==> src/rtl/common_pkg.sv <==
// Bus types and encodings shared by the MMU, the arbiter and the memory-side cbus.
// A request on any bus is one packed struct; responses likewise.
package common_pkg;

    typedef enum logic [2:0] {
        MSIZE1 = 3'd0,
        MSIZE2 = 3'd1,
        MSIZE4 = 3'd2,
        MSIZE8 = 3'd3
    } msize_t;

    // Encoded as beats minus one, AXI style.
    typedef enum logic [7:0] {
        MLEN1  = 8'd0,
        MLEN2  = 8'd1,
        MLEN4  = 8'd3,
        MLEN8  = 8'd7,
        MLEN16 = 8'd15
    } mlen_t;

    typedef enum logic [1:0] {
        AXI_BURST_FIXED = 2'd0,
        AXI_BURST_INCR  = 2'd1,
        AXI_BURST_WRAP  = 2'd2
    } axi_burst_type_t;

    typedef logic [63:0] addr_t;
    typedef logic [63:0] word_t;
    typedef logic [7:0]  strobe_t;

    typedef struct packed {
        logic  valid;
        addr_t addr;
    } ibus_req_t;

    typedef struct packed {
        logic        addr_ok;
        logic        data_ok;
        logic [31:0] data;
    } ibus_resp_t;

    typedef struct packed {
        logic    valid;
        addr_t   addr;
        msize_t  size;
        strobe_t strobe;
        word_t   data;
    } dbus_req_t;

    typedef struct packed {
        logic  addr_ok;
        logic  data_ok;
        word_t data;
    } dbus_resp_t;

    typedef struct packed {
        logic            valid;
        logic            is_write;
        msize_t          size;
        addr_t           addr;
        strobe_t         strobe;
        word_t           data;
        mlen_t           len;
        axi_burst_type_t burst;
    } cbus_req_t;

    typedef struct packed {
        logic  ready;
        logic  last;
        word_t data;
    } cbus_resp_t;

endpackage

==> src/rtl/bus_arbiter.sv <==
// Merges the MMU instruction and data ports onto a single cbus master port,
// one single-beat transaction at a time, alternating grants on conflict.
module bus_arbiter
    import common_pkg::*;
(
    input  logic       clk,
    input  logic       reset,
    input  ibus_req_t  ireq,
    output ibus_resp_t iresp,
    input  dbus_req_t  dreq,
    output dbus_resp_t dresp,
    output cbus_req_t  oreq,
    input  cbus_resp_t oresp
);

    typedef enum logic {
        IDLE,
        SERVE
    } state_t;

    localparam logic GRANT_INSTR = 1'b0;
    localparam logic GRANT_DATA  = 1'b1;

    state_t    state_reg;
    logic      last_grant_reg;
    logic      grant_data_reg;
    cbus_req_t req_reg;

    logic grant_i;
    logic grant_d;
    logic done;

    function automatic cbus_req_t instr_request(input ibus_req_t r);
        cbus_req_t c;
        c          = '0;
        c.valid    = 1'b1;
        c.is_write = 1'b0;
        c.size     = MSIZE4;
        c.addr     = r.addr;
        c.strobe   = '0;
        c.len      = MLEN1;
        c.burst    = AXI_BURST_FIXED;
        return c;
    endfunction

    function automatic cbus_req_t data_request(input dbus_req_t r);
        cbus_req_t c;
        c          = '0;
        c.valid    = 1'b1;
        c.is_write = |r.strobe;
        c.size     = r.size;
        c.addr     = r.addr;
        c.strobe   = r.strobe;
        c.data     = r.data;
        c.len      = MLEN1;
        c.burst    = AXI_BURST_FIXED;
        return c;
    endfunction

    // On a conflict the data port wins only if instruction was granted last.
    always_comb begin
        grant_d = dreq.valid && (!ireq.valid || (last_grant_reg == GRANT_INSTR));
        grant_i = ireq.valid && !grant_d;
    end

    assign done = (state_reg == SERVE) && oresp.ready && oresp.last;

    always_ff @(posedge clk) begin
        if (reset) begin
            state_reg      <= IDLE;
            last_grant_reg <= GRANT_DATA;
            grant_data_reg <= GRANT_INSTR;
            req_reg        <= '0;
        end else begin
            case (state_reg)
                IDLE: begin
                    if (grant_i || grant_d) begin
                        state_reg      <= SERVE;
                        last_grant_reg <= grant_d;
                        grant_data_reg <= grant_d;
                        req_reg        <= grant_d ? data_request(dreq) : instr_request(ireq);
                    end
                end
                SERVE: begin
                    // The client may have dropped valid by now; completion only waits on the cbus.
                    if (done) begin
                        state_reg <= IDLE;
                        req_reg   <= '0;
                    end
                end
                default: begin
                    state_reg <= IDLE;
                    req_reg   <= '0;
                end
            endcase
        end
    end

    assign oreq = req_reg;

    // The response is a same-cycle pulse on the granted port; req_reg still holds the address.
    always_comb begin
        iresp = '0;
        dresp = '0;
        if (done) begin
            if (grant_data_reg == GRANT_DATA) begin
                dresp.addr_ok = 1'b1;
                dresp.data_ok = 1'b1;
                dresp.data    = oresp.data;
            end else begin
                iresp.addr_ok = 1'b1;
                iresp.data_ok = 1'b1;
                iresp.data    = req_reg.addr[2] ? oresp.data[63:32] : oresp.data[31:0];
            end
        end
    end

endmodule

==> config.mk <==
export PLATFORM = sky130hd
export DESIGN_NAME = bus_arbiter
export DESIGN_NICKNAME = d
export VERILOG_FILES = /design/src/rtl/common_pkg.sv /design/src/rtl/bus_arbiter.sv
export SDC_FILE = /design/constraint.sdc
export NUM_CORES = 1
export LEC_CHECK = 0
export CAP_MARGIN = 20
export CELL_PAD_IN_SITES_DETAIL_PLACEMENT = 0
export CELL_PAD_IN_SITES_GLOBAL_PLACEMENT = 1
export CORE_AREA = 2 2 207 209
export DETAILED_ROUTE_END_ITERATION = 16
export DIE_AREA = 0 0 209 211
export MAX_ROUTING_LAYER = met4
export PLACE_DENSITY_LB_ADDON = 0.1
export SLEW_MARGIN = 30
export SYNTH_ARGS = -nofsm -noshare
export SYNTH_HDL_FRONTEND = slang
export SYNTH_SLANG_ARGS = --single-unit
==> constraint.sdc <==
create_clock -name clk -period 2.05 [get_ports clk]
set_input_delay 0.41 -clock clk [delete_from_list [all_inputs] [get_ports clk]]
set_output_delay 0.41 -clock clk [all_outputs]
set_load 0.02 [all_outputs]
[Word-level counts from Yosys, hierarchy flattened]
Index checks and enable logic that the tools add are counted.
Cells by class
  mux-type cells: 12
  equal/unequal tests: 2
  bitwise operators: 2
  reductions and logical operators: 11
Operators by type and width (number)
  two-way mux 151 bit: 2
  case mux 151 bit (2 select lines): 1
  two-way mux 150 bit: 1
  two-way mux 66 bit: 2
  two-way mux 34 bit: 2
  two-way mux 32 bit: 1
  OR reduction 8 bit: 1
  logical AND 1 bit: 4
  AND reduction 2 bit: 2
  zero test 1 bit: 2
  logical OR 1 bit: 2
  two-way mux 1 bit: 2
  inequality test 2 x 1 -> 1 bit (second input constant): 1
  inequality test 2 bit (second input constant): 1
  inverter 1 bit: 2
  case mux 1 bit (2 select lines): 1
Word-level totals
  bits in registers: 154
  output and inout bits: 251
  input port bits: 273
  logic and storage cells: 38

[Logic depth before layout (Yosys ltp)]
Gate-level depths: netlist of run 1.
  depth in word-level cells: 8
  mapped depth: 7
  gate-level depth less buffers: 3

[Worst setup path after synthesis of run 1]
OpenSTA, ideal clock, no wires.
  kind: register to output
  start point: reg req_reg, in the netlist oreq[84]
  end point: out iresp[22] (netlist name)
  data required time: 1640 ps
  buffers on the path: 2
  setup slack: 64 ps
  arrival: 1576 ps
  stages on the path, launching flop included: 5
  path through: dfxtp_1 > clkbuf_1 > clkbuf_1 > mux2i_1 > nor2_1
RTL lines
  from (decl): line bus_arbiter.sv:27  | cbus_req_t req_reg;
  from (signal assigned): line bus_arbiter.sv:81  | req_reg <= grant_d ? data_request(dreq) : instr_request(ireq);
  to (decl): line bus_arbiter.sv:9  | output ibus_resp_t iresp,

==> out/metrics.cfg, run 1 <==
[status]
status = complete, but fails checks
violations = negative setup slack

[drt]
drt_iter0_markers = 436
routed_wl_um = 40150
num_vias = 7845
drt_drc_violations_left = 0
first_pass_iters = 4
viasPerCell = 4.318
postRouteAntennaNets = 0
avgRoutedWirePerCell_um = 22.10

[finish]
syn_to_final_growth_pct = 110.8
layout-drive-gt1-share_pct = 23.58
fin_nets = 1532
final_util_pct = 33.57
largest_reg_flops = 141
n_fill_cell = 4287
final_common_cell = clkdlybuf4s50_1
layout_common_cells = 408 x clkdlybuf4s50_1, 142 x dfxtp_1, 108 x buf_6

[sta]
layout_setup_ws_ps = -87.08
worstMarginPinSlew_ps = 951.4
whs_ps = 248.9
fin_skew_ps = 7.316
setup_viol_count_final = 85
finalSetupTns_ps = -3111
timing.final.hold_violations = 0
final.period_utilization_pct = 104.2
max_freq_mhz = 467.9
slew_viol_final = 0
finalCriticalPeriod_ps = 2137
slew_headroom_pct = 36.58
rsz0062_at_grt = true

[synth]
dominantRegCellSynth = dfxtp_1
yosys.area.top_type = dfxtp_1
synth_area_leaders = dfxtp_1 43%, a221o_1 9.6%, nor3b_1 7.2%
syn-mean-instance-area_um2 = 8.845
ys_types = 32
synth_edf_count = 0
netlist_area_mm2 = 0.006651
ys_warn_count = 0
ys_ff_latch = 144
synth.top_cell.area_share_pct = 43.34
async_flop_share_pct = 0
ys_seq_area_share_pct = 43.34
syn_inst = 752

[setup_path]
required_ps = 1640
crit_path_max_fanout = 8
worstSetupStartpointType = flop
r2r_slack_ps = 140
critical_path_class = flop to output pin
end_kind = output pin
arrival_ps = 1730
r2r_cells = 6

[power_and_ir_drop]
switching_share_pct = 28.27
ir_worst_vdd_v = 0.0003838
p_comb_share_pct = 24.8
p_switching_mw = 2.416
p_clk_share_pct = 39.4
p_per_area_mw_per_mm2 = 609.6
intPower_mw = 6.131
p_seq_share_pct = 35.8
total_power_mw = 8.546
leakagePower_nw = 5.162

[clock_tree]
holdBufCountCts = 0
cts_buffers = 17
cts_buffer_depth = 2
cts_tree = done
clock-sinks = 144
clock_latency_ps = 440
htree_levels = 4
cts_root_buffer = clkbuf_16
worst_setup_hold_path_clk_slew_ps = 60

[min_path]
hold_path.class = input port to flop
hold_depth = 3

[place]
gp_congestion = 0.7932
io_buffer_count = 513
hpwl_um = 28560
preCtsSetupSlack_ps = -745.6

[global_routing]
grt_util_met1_pct = 21.73
antenna_found_initial = 7
grt_usage_pct = 18.06
busiest_layer = met2
grt_max_degree = 79
grt_overflow = 0
use_met3_pct = 7.122
grt_pass1_wl_um = 56680
use_met2_pct = 27.72
grt_pass1_vias = 8034

[floorplan]
dieHeight_um = 211
die_area_mm2 = 0.04410
ios = 524
core_region_area_mm2 = 0.04176
rows = 75
fp.dieW_um = 209
start_util_pct = 15.93

[job]
maxCapViolCount = 0

## critical path, cell delays in order (launching register included)
cell and delay, ps:
dfxtp_2 340, buf_4 110, and3_4 300, buf_16 170, buf_12 110, and2_4 130, buf_6 110
## through the flow
stage / cells / instance area (µm²)
floorplan: 761 / 6685
global placement: 1753 / 12440
detailed placement: 1753 / 12440
CTS: 1805 / 13660
global route: 1817 / 14020
finish: 1817 / 14020
## layout make-up
type | instances | area, µm² | area share [%]
diodes | 6 | 15.01 | 0.1071
clock buffers | 23 | 488.0 | 3.481
clock inverters | 9 | 128.9 | 0.9192
inverters | 3 | 13.76 | 0.09817
multi-input cells | 516 | 3740 | 26.68
flip-flops and latches | 144 | 2885 | 20.58
well taps | 539 | 674.4 | 4.810
repair buffers | 577 | 6075 | 43.33
## Yosys cell counts, types with 2 or more instances
| cell | instances |
|---|---|
| inv_1 | 3 |
| nor2b_1 | 2 |
| buf_1 | 3 |
| nor4_1 | 2 |
| nor3b_1 | 64 |
| nand2_1 | 3 |
| and3_1 | 2 |
| and2_1 | 65 |
| buf_4 | 12 |
| nor2_1 | 35 |
| buf_6 | 8 |
| nand3_1 | 75 |
| dfxtp_1 | 144 |
| mux2i_1 | 33 |
| o21ai_0 | 74 |
| a21oi_1 | 74 |
| clkbuf_1 | 56 |
| buf_2 | 19 |
| a2bb2oi_1 | 2 |
| a221o_1 | 64 |
## worst paths after layout
path | endpoint | start
worst max-delay path | dresp[45] | state_reg$_SDFF_PP0_
worst min-delay path | last_grant_reg$_SDFFE_PP1P_ | reset
worst max register to register | oreq[87]$_SDFFE_PP0P_ | state_reg$_SDFF_PP0_
worst min register to register | oreq[19]$_SDFFE_PP0P_ | oreq[19]$_SDFFE_PP0P_
## logic make-up after synthesis
logic type / synth area share (%)
AO/OA/AOI/OAI: 21.84
AND/OR/NAND/NOR: 22.16
other: 0.05638
multiplexers: 4.966
buffers and inverters: 7.637
flip-flops: 43.34
## timing repair
| action | CTS | global route |
|---|---|---|
| pin swaps | 15 | 20 |
| gates cloned | 6 | 1 |
| gates resized for setup | 674 | 94 |
| setup buffers | 14 | 7 |
| setup endpoints to repair | 101 | 101 |
## metal layers
layer	wire (µm)	share of wire (%)
met1	17450	43
met2	18830	47
met3	3049	7.6
met4	819	2.0
met5	0	0
## power groups by stage
| stage | registers, mW | clock network [mW] | logic, mW |
|---|---|---|---|
| finish | 3.06 | 3.37 | 2.12 |
| global route | 3.08 | 3.62 | 2.24 |
| CTS | 3.06 | 3.53 | 2.09 |
| detailed placement | 3.12 | 0 | 1.98 |
| global placement | 3.11 | 0 | 2.00 |
| floorplan | 3.30 | 0 | 0.592 |
Power figures use the tool's default switching activity.
==> run 2, diff against run 1 <==
--- a/config.mk
+++ b/config.mk
@@ -5,13 +5,13 @@
 export SDC_FILE = /design/constraint.sdc
 export NUM_CORES = 1
 export LEC_CHECK = 0
+export ABC_AREA = 1
 export CAP_MARGIN = 20
 export CELL_PAD_IN_SITES_DETAIL_PLACEMENT = 0
 export CELL_PAD_IN_SITES_GLOBAL_PLACEMENT = 1
-export CORE_AREA = 2 2 207 209
+export CORE_AREA = 2 2 202 204
 export DETAILED_ROUTE_END_ITERATION = 16
-export DIE_AREA = 0 0 209 211
-export MAX_ROUTING_LAYER = met4
+export DIE_AREA = 0 0 204 206
 export PLACE_DENSITY_LB_ADDON = 0.1
 export SLEW_MARGIN = 30
 export SYNTH_ARGS = -nofsm -noshare
==> run 2 against run 1 <==
Synthesized cell count grew 50%. Critical path depth stayed put. The run now ends clean. Global-route usage is 1.0 points lower. Sequential cell count did not move. Combinational power increased by 14%. Sequential power hardly changed.
==> out/metrics.cfg, run 2 <==
[synth]
async_flop_share_pct = 0  ; unchanged
netlist_area_mm2 = 0.007252  ; +9.0%
yosys.area.top_type = dfxtp_1
synth_edf_count = 0  ; unchanged
synth_area_leaders = dfxtp_1 40%, nand2_1 24%, a21oi_1 12%
ys_types = 17  ; -47%
syn-mean-instance-area_um2 = 6.429  ; -27%
ys_ff_latch = 144  ; unchanged
syn_inst = 1128  ; +50%
synth.top_cell.area_share_pct = 39.75  ; -3.6 points
dominantRegCellSynth = dfxtp_1
ys_warn_count = 0  ; unchanged
yosysMostFrequentCell = nand2_1
ys_seq_area_share_pct = 39.75  ; -3.6 points
ys_top_cells_by_count = 466 x nand2_1, 175 x a21oi_1, 144 x dfxtp_1, 142 x nand3_1, 68 x nor2_1

[floorplan]
start_util_pct = 18.05  ; +2.1 points
fp.dieW_um = 204  ; -2.4%
core_region_area_mm2 = 0.04018  ; -3.8%
rows = 74  ; -1.3%
dieHeight_um = 206  ; -2.4%
ios = 524  ; unchanged
die_area_mm2 = 0.04202  ; -4.7%

[place]
io_buffer_count = 513  ; unchanged
post-place-cells = 2121  ; +21%
gp_congestion = 0.8778  ; +11%
preCtsSetupSlack_ps = -780.1  ; -34.48 ps
post_dp_cell_area_mm2 = 0.01310  ; +5.3%
hpwl_um = 27750  ; -2.8%

[global_routing]
antenna_found_initial = 0  ; -7
grt_pass1_vias = 8717  ; +8.5%
grt_usage_pct = 17.02  ; -1.0 points
grt_overflow = 0  ; unchanged
grt_pass1_wl_um = 54670  ; -3.5%
grt_max_degree = 90  ; +14%

[sta]
worstMarginPinSlew_ps = 787.7  ; -163.6 ps
rsz0062_at_grt = true
max_freq_mhz = 508.3  ; +8.6%
slew_headroom_pct = 47.49  ; +11 points
timing.final.hold_violations = 0  ; unchanged
layout_setup_ws_ps = 82.78  ; +169.9 ps
finalCriticalPeriod_ps = 1967  ; -169.9 ps
final.period_utilization_pct = 95.96  ; -8.3 points
finalSetupTns_ps = 0  ; +3111 ps
whs_ps = 409.9  ; +161.0 ps
slew_viol_final = 0  ; unchanged
setup_viol_count_final = 0  ; -100%
fin_skew_ps = 9.843  ; +2.528 ps

[setup_path]
rr_startpoint = state_reg$_SDFF_PP0_
critPathBufInv = 3  ; -1
r2r_cells = 5  ; -1
timing.rr.end = oreq[120]$_SDFFE_PP0P_
cp_slowest_cell = dfxtp_4
crit_path_max_fanout = 14  ; +6
cp_slowest_stage_delay_ps = 370  ; +30 ps
arrival_ps = 1560  ; -170 ps
crit_cells = 6  ; unchanged
r2r_slack_ps = 450  ; +310 ps
path_cells = nand3_4 -> nor2_4 -> inv_2 -> buf_12 -> a21oi_1 -> buf_4
required_ps = 1640  ; about the same
end_kind = output pin
critPathTopFamily = buffers and inverters
setup.worst_path.end = iresp[13]
critical_path_class = flop to output pin
cp-startpoint = state_reg$_SDFF_PP0_
worstSetupStartpointType = flop

[drt]
routed_wl_um = 37570  ; -6.4%
num_vias = 9058  ; +15%
drt_iter0_markers = 496  ; +14%
postRouteAntennaNets = 0  ; unchanged
first_pass_iters = 4  ; unchanged
viasPerCell = 4.197  ; -2.8%
avgRoutedWirePerCell_um = 17.41  ; -21%
drt_drc_violations_left = 0  ; unchanged

[job]
maxCapViolCount = 0  ; unchanged

[clock_tree]
clock-sinks = 144  ; unchanged
cts_root_buffer = clkbuf_16
cts_buffer_depth = 2  ; unchanged
cts_tree = done
worst_setup_hold_path_clk_slew_ps = 70  ; about the same
htree_levels = 4  ; unchanged
clock_latency_ps = 440  ; about the same
cts_buffers = 17  ; unchanged

[status]
status = finished, final reports clean

[power_and_ir_drop]
leakagePower_nw = 5.369  ; +4.0%
total_power_mw = 8.679  ; +1.6%
ir_worst_vdd_v = 0.0004857  ; +27%
p_per_area_mw_per_mm2 = 639.8  ; +5.0%

[finish]
stdcell_area_mm2 = 0.01357  ; -3.2%
largest_reg_flops = 141  ; unchanged
final_cells = 2158  ; +19%
syn_to_final_growth_pct = 87.06
final_util_pct = 33.76  ; +0.19 points
layout-drive-gt1-share_pct = 13.55  ; -10 points
fin_nets = 1884  ; +23%
layout_common_cells = 466 x nand2_1, 409 x clkdlybuf4s50_1, 154 x a21oi_1
final_common_cell = nand2_1

[min_path]
hold_path.class = input port to flop

## run 2: changes by cell type in the layout (fill, tap and decap cells not counted), moves of 62 or more
cell | previous run | this run
a221o_1 | 64 | 0
a21oi_1 | 74 | 154
buf_6 | 108 | 3
nand3_1 | 74 | 141
o21ai_0 | 74 | 1
nor3b_1 | 64 | 0
nand2_1 | 2 | 466
nor2_1 | 3 | 65
## run 2: worst min path at each step
stage                                            from                     endpoint  slack, ps  cells past startpoint
after floorplan           last_grant_reg$_SDFFE_PP1P_  last_grant_reg$_SDFFE_PP1P_        440                      1
after global placement    last_grant_reg$_SDFFE_PP1P_  last_grant_reg$_SDFFE_PP1P_        450                      1
after detailed placement  last_grant_reg$_SDFFE_PP1P_  last_grant_reg$_SDFFE_PP1P_        450                      1
after CTS                                       reset        oreq[25]$_SDFFE_PP0P_        390                      2
after global routing                            reset        oreq[32]$_SDFFE_PP0P_        410                      2
final                                           reset        oreq[26]$_SDFFE_PP0P_        410                      2
## run 2: what timing repair did
item / CTS / global route
gates cloned: 1 / 1
hold buffers: 0 / 0
resized for setup: 368 / 64
buffers inserted: 0 / 1
endpoints found under the setup margin: 101 / 59
pin swaps: 0 / 0
## run 2: metal layers
metal | up-vias | wire, µm | track usage (%)
met2 | 300 | 19160 | 31.18
met3 | 26 | 3117 | 5.582
met5 | - | 0 | 0
met1 | 4158 | 14760 | 18.97
li1 | 4574 | - | -
met4 | 0 | 525 | 4.115
## run 2: cell families after synthesis
logic type / count (synthesis) / synth area share, %
simple gates: 679 / 37.84
other cells: 1 / 0.05171
flops: 144 / 39.75
buf+inv: 126 / 9.869
compound gates: 178 / 12.49
## run 2: cell type report
class,count,area [µm²]
clock inverters,14,146.4
inverters,14,52.55
diodes,2,5.005
repair buffers,567,5573
flip-flops and latches,144,2890
well taps,532,665.6
clock buffers,18,439.2
fillers,4384,26620
multi-input cells,867,3794
## run 2: report_power, final
part | internal [mW] | switching [mW]
sequential | 2.98 | 0.0956
clock | 1.75 | 1.44
combinational | 1.19 | 1.23
total | 5.91 | 2.77
==> run 3, diff against run 2 <==
--- a/config.mk
+++ b/config.mk
@@ -10,8 +10,10 @@
 export CELL_PAD_IN_SITES_DETAIL_PLACEMENT = 0
 export CELL_PAD_IN_SITES_GLOBAL_PLACEMENT = 1
 export CORE_AREA = 2 2 202 204
+export CTS_CLUSTER_DIAMETER = 40
 export DETAILED_ROUTE_END_ITERATION = 16
 export DIE_AREA = 0 0 204 206
+export MAX_ROUTING_LAYER = met4
 export PLACE_DENSITY_LB_ADDON = 0.1
 export SLEW_MARGIN = 30
 export SYNTH_ARGS = -nofsm -noshare
==> run 3 against run 2 <==
Total power barely moved. Cell area did not move. Global-route usage up 0.55 points. Sequential share of layout area did not move. Largest cell class unchanged. Die area did not move. Routed wire length rose by 0.27%. Largest power group unchanged. Fmax is 0.45% lower. Setup slack lost 8.9 ps.
==> out/metrics.cfg, run 3 (synthesis results as in run 2) <==
[status]
status = finished, final reports clean

[floorplan]
ios = 524  ; unchanged
start_util_pct = 18.05  ; unchanged
core_region_area_mm2 = 0.04018  ; unchanged
fp.dieW_um = 204  ; unchanged
dieHeight_um = 206  ; unchanged
die_area_mm2 = 0.04202  ; unchanged
rows = 74  ; unchanged

[power_and_ir_drop]
p_comb_share_pct = 27.9  ; about the same
p_seq_share_pct = 35.4  ; about the same
p_per_area_mw_per_mm2 = 640.1  ; about the same
intPower_mw = 5.914  ; about the same
p_clk_share_pct = 36.7  ; about the same
p_switching_mw = 2.770  ; +0.17%
ir_worst_vdd_v = 0.0004846  ; -0.23%
switching_share_pct = 31.90  ; +0.037 points
leakagePower_nw = 5.369  ; unchanged

[finish]
final_cells = 2158  ; unchanged
layout_common_cells = 466 x nand2_1, 409 x clkdlybuf4s50_1, 154 x a21oi_1
largest_reg_flops = 141  ; unchanged
n_fill_cell = 4386  ; +0.046%
layout-drive-gt1-share_pct = 13.55  ; unchanged
syn_to_final_growth_pct = 87.06  ; unchanged
final_common_cell = nand2_1
fin_nets = 1884  ; unchanged
final_util_pct = 33.76  ; unchanged

[sta]
finalCriticalPeriod_ps = 1976  ; +8.890 ps
max_freq_mhz = 506.0  ; -0.45%
layout_setup_ws_ps = 73.89  ; -8.890 ps
fin_skew_ps = 9.108  ; -0.7354 ps
worstMarginPinSlew_ps = 793.1  ; +5.401 ps
slew_headroom_pct = 47.13  ; -0.36 points
rsz0062_at_grt = true
setup_viol_count_final = 0  ; unchanged
slew_viol_final = 0  ; unchanged
final.period_utilization_pct = 96.40  ; +0.43 points
timing.final.hold_violations = 0  ; unchanged

[min_path]
min_to = oreq[73]$_SDFFE_PP0P_
hold_depth = 2  ; unchanged
hp-start = reset
hold_path.class = input port to flop

[drt]
viasPerCell = 4.204  ; +0.15%
drt_drc_violations_left = 0  ; unchanged
avgRoutedWirePerCell_um = 17.46  ; +0.27%
first_pass_iters = 4  ; unchanged
routed_wl_um = 37670  ; +0.27%
drt_iter0_markers = 545  ; +9.9%
postRouteAntennaNets = 0  ; unchanged
num_vias = 9072  ; +0.15%

[clock_tree]
clock-sinks = 144  ; unchanged
cts_buffer_depth = 2  ; unchanged
clock_latency_ps = 440  ; about the same
cts_tree = done
holdBufCountCts = 0  ; unchanged
cts_buffers = 17  ; unchanged
cts_root_buffer = clkbuf_16
worst_setup_hold_path_clk_slew_ps = 70  ; about the same
htree_levels = 4  ; unchanged

[setup_path]
r2r_slack_ps = 460  ; about the same
crit_path_max_fanout = 14  ; unchanged
path_cells = nand3_4 -> nor2_4 -> inv_2 -> buf_12 -> a21oi_1 -> buf_4
critPathBufInv = 3  ; unchanged
timing.rr.end = oreq[118]$_SDFFE_PP0P_
critPathTopFamily = buffers and inverters
rr_startpoint = state_reg$_SDFF_PP0_
end_kind = output pin
arrival_ps = 1570  ; about the same
worstSetupStartpointType = flop
critical_path_class = flop to output pin
cp_slowest_stage_delay_ps = 370  ; about the same
required_ps = 1640  ; about the same
r2r_cells = 5  ; unchanged
cp_slowest_cell = dfxtp_4

[global_routing]
grt_overflow = 0  ; unchanged
grt_max_degree = 90  ; unchanged
grt_usage_pct = 17.57  ; +0.55 points
grt_pass1_wl_um = 54680  ; about the same
antenna_found_initial = 0  ; unchanged
grt_pass1_vias = 8727  ; +0.11%

[place]
preCtsSetupSlack_ps = -780.1  ; unchanged
post-place-cells = 2121  ; unchanged
gp_congestion = 0.8923  ; +1.7%
io_buffer_count = 513  ; unchanged
hpwl_um = 27750  ; unchanged

[job]
maxCapViolCount = 0  ; unchanged

## run 3: power groups by stage
stage	clock [mW]	sequential, mW	combinational (mW)
floorplan	0	3.34	0.849
global placement	0	3.13	2.45
detailed placement	0	3.13	2.43
CTS	3.32	3.07	2.43
global route	3.40	3.10	2.63
finish	3.19	3.07	2.42
## run 3: worst max-delay path by stage
stage / cells past startpoint / from / slack, ps / to
after floorplan: 6 / state_reg$_SDFF_PP0_ / 160 / dresp[65]
after global routing: 4 / state_reg$_SDFF_PP0_ / -20 / dresp[64]
after CTS: 6 / state_reg$_SDFF_PP0_ / 2 / iresp[17]
after detailed placement: 7 / oresp[65] / -780 / iresp[12]
final: 6 / state_reg$_SDFF_PP0_ / 70 / iresp[13]
after global placement: 7 / oresp[64] / -760 / iresp[12]
## run 3: layer usage
| metal | vias to the layer above | wire length, µm | track usage [%] |
|---|---|---|---|
| met5 | - | 0 | - |
| li1 | 4575 | - | - |
| met4 | 0 | 516 | 4.115 |
| met3 | 27 | 3137 | 5.613 |
| met1 | 4153 | 14970 | 19.13 |
| met2 | 317 | 19050 | 31.13 |
## run 3: area by class of cell
cell class                      count  area, µm²  share of cell area, %
Multi-Input combinational cell    867       3794                  27.97
Timing Repair Buffer              567       5573                  41.08
Clock buffer                       18      439.2                  3.237
Inverter                           14      52.55                 0.3874
Sequential cell                   144       2890                  21.31
Antenna cell                        2      5.005                0.03689
Tap cell                          532      665.6                  4.907
Clock inverter                     14      146.4                  1.079
## run 3: per-stage QoR
step	hold slack [ps]	TNS [ps]	instance area, µm²	power [mW]
detailed placement	453.8	-75750	13100	5.569
global route	407.9	-67.53	13560	9.126
floorplan	438.9	0	7286	4.191
CTS	385.1	0	13410	8.824
finish	406.3	0	13570	8.684
global placement	446.7	-96210	13100	5.574
## run 3: what timing repair did
item,CTS,global route
endpoints found under the setup margin,101,60
pin swaps,0,0
cloned,1,1
gates resized for setup,368,64
buffers inserted,0,1
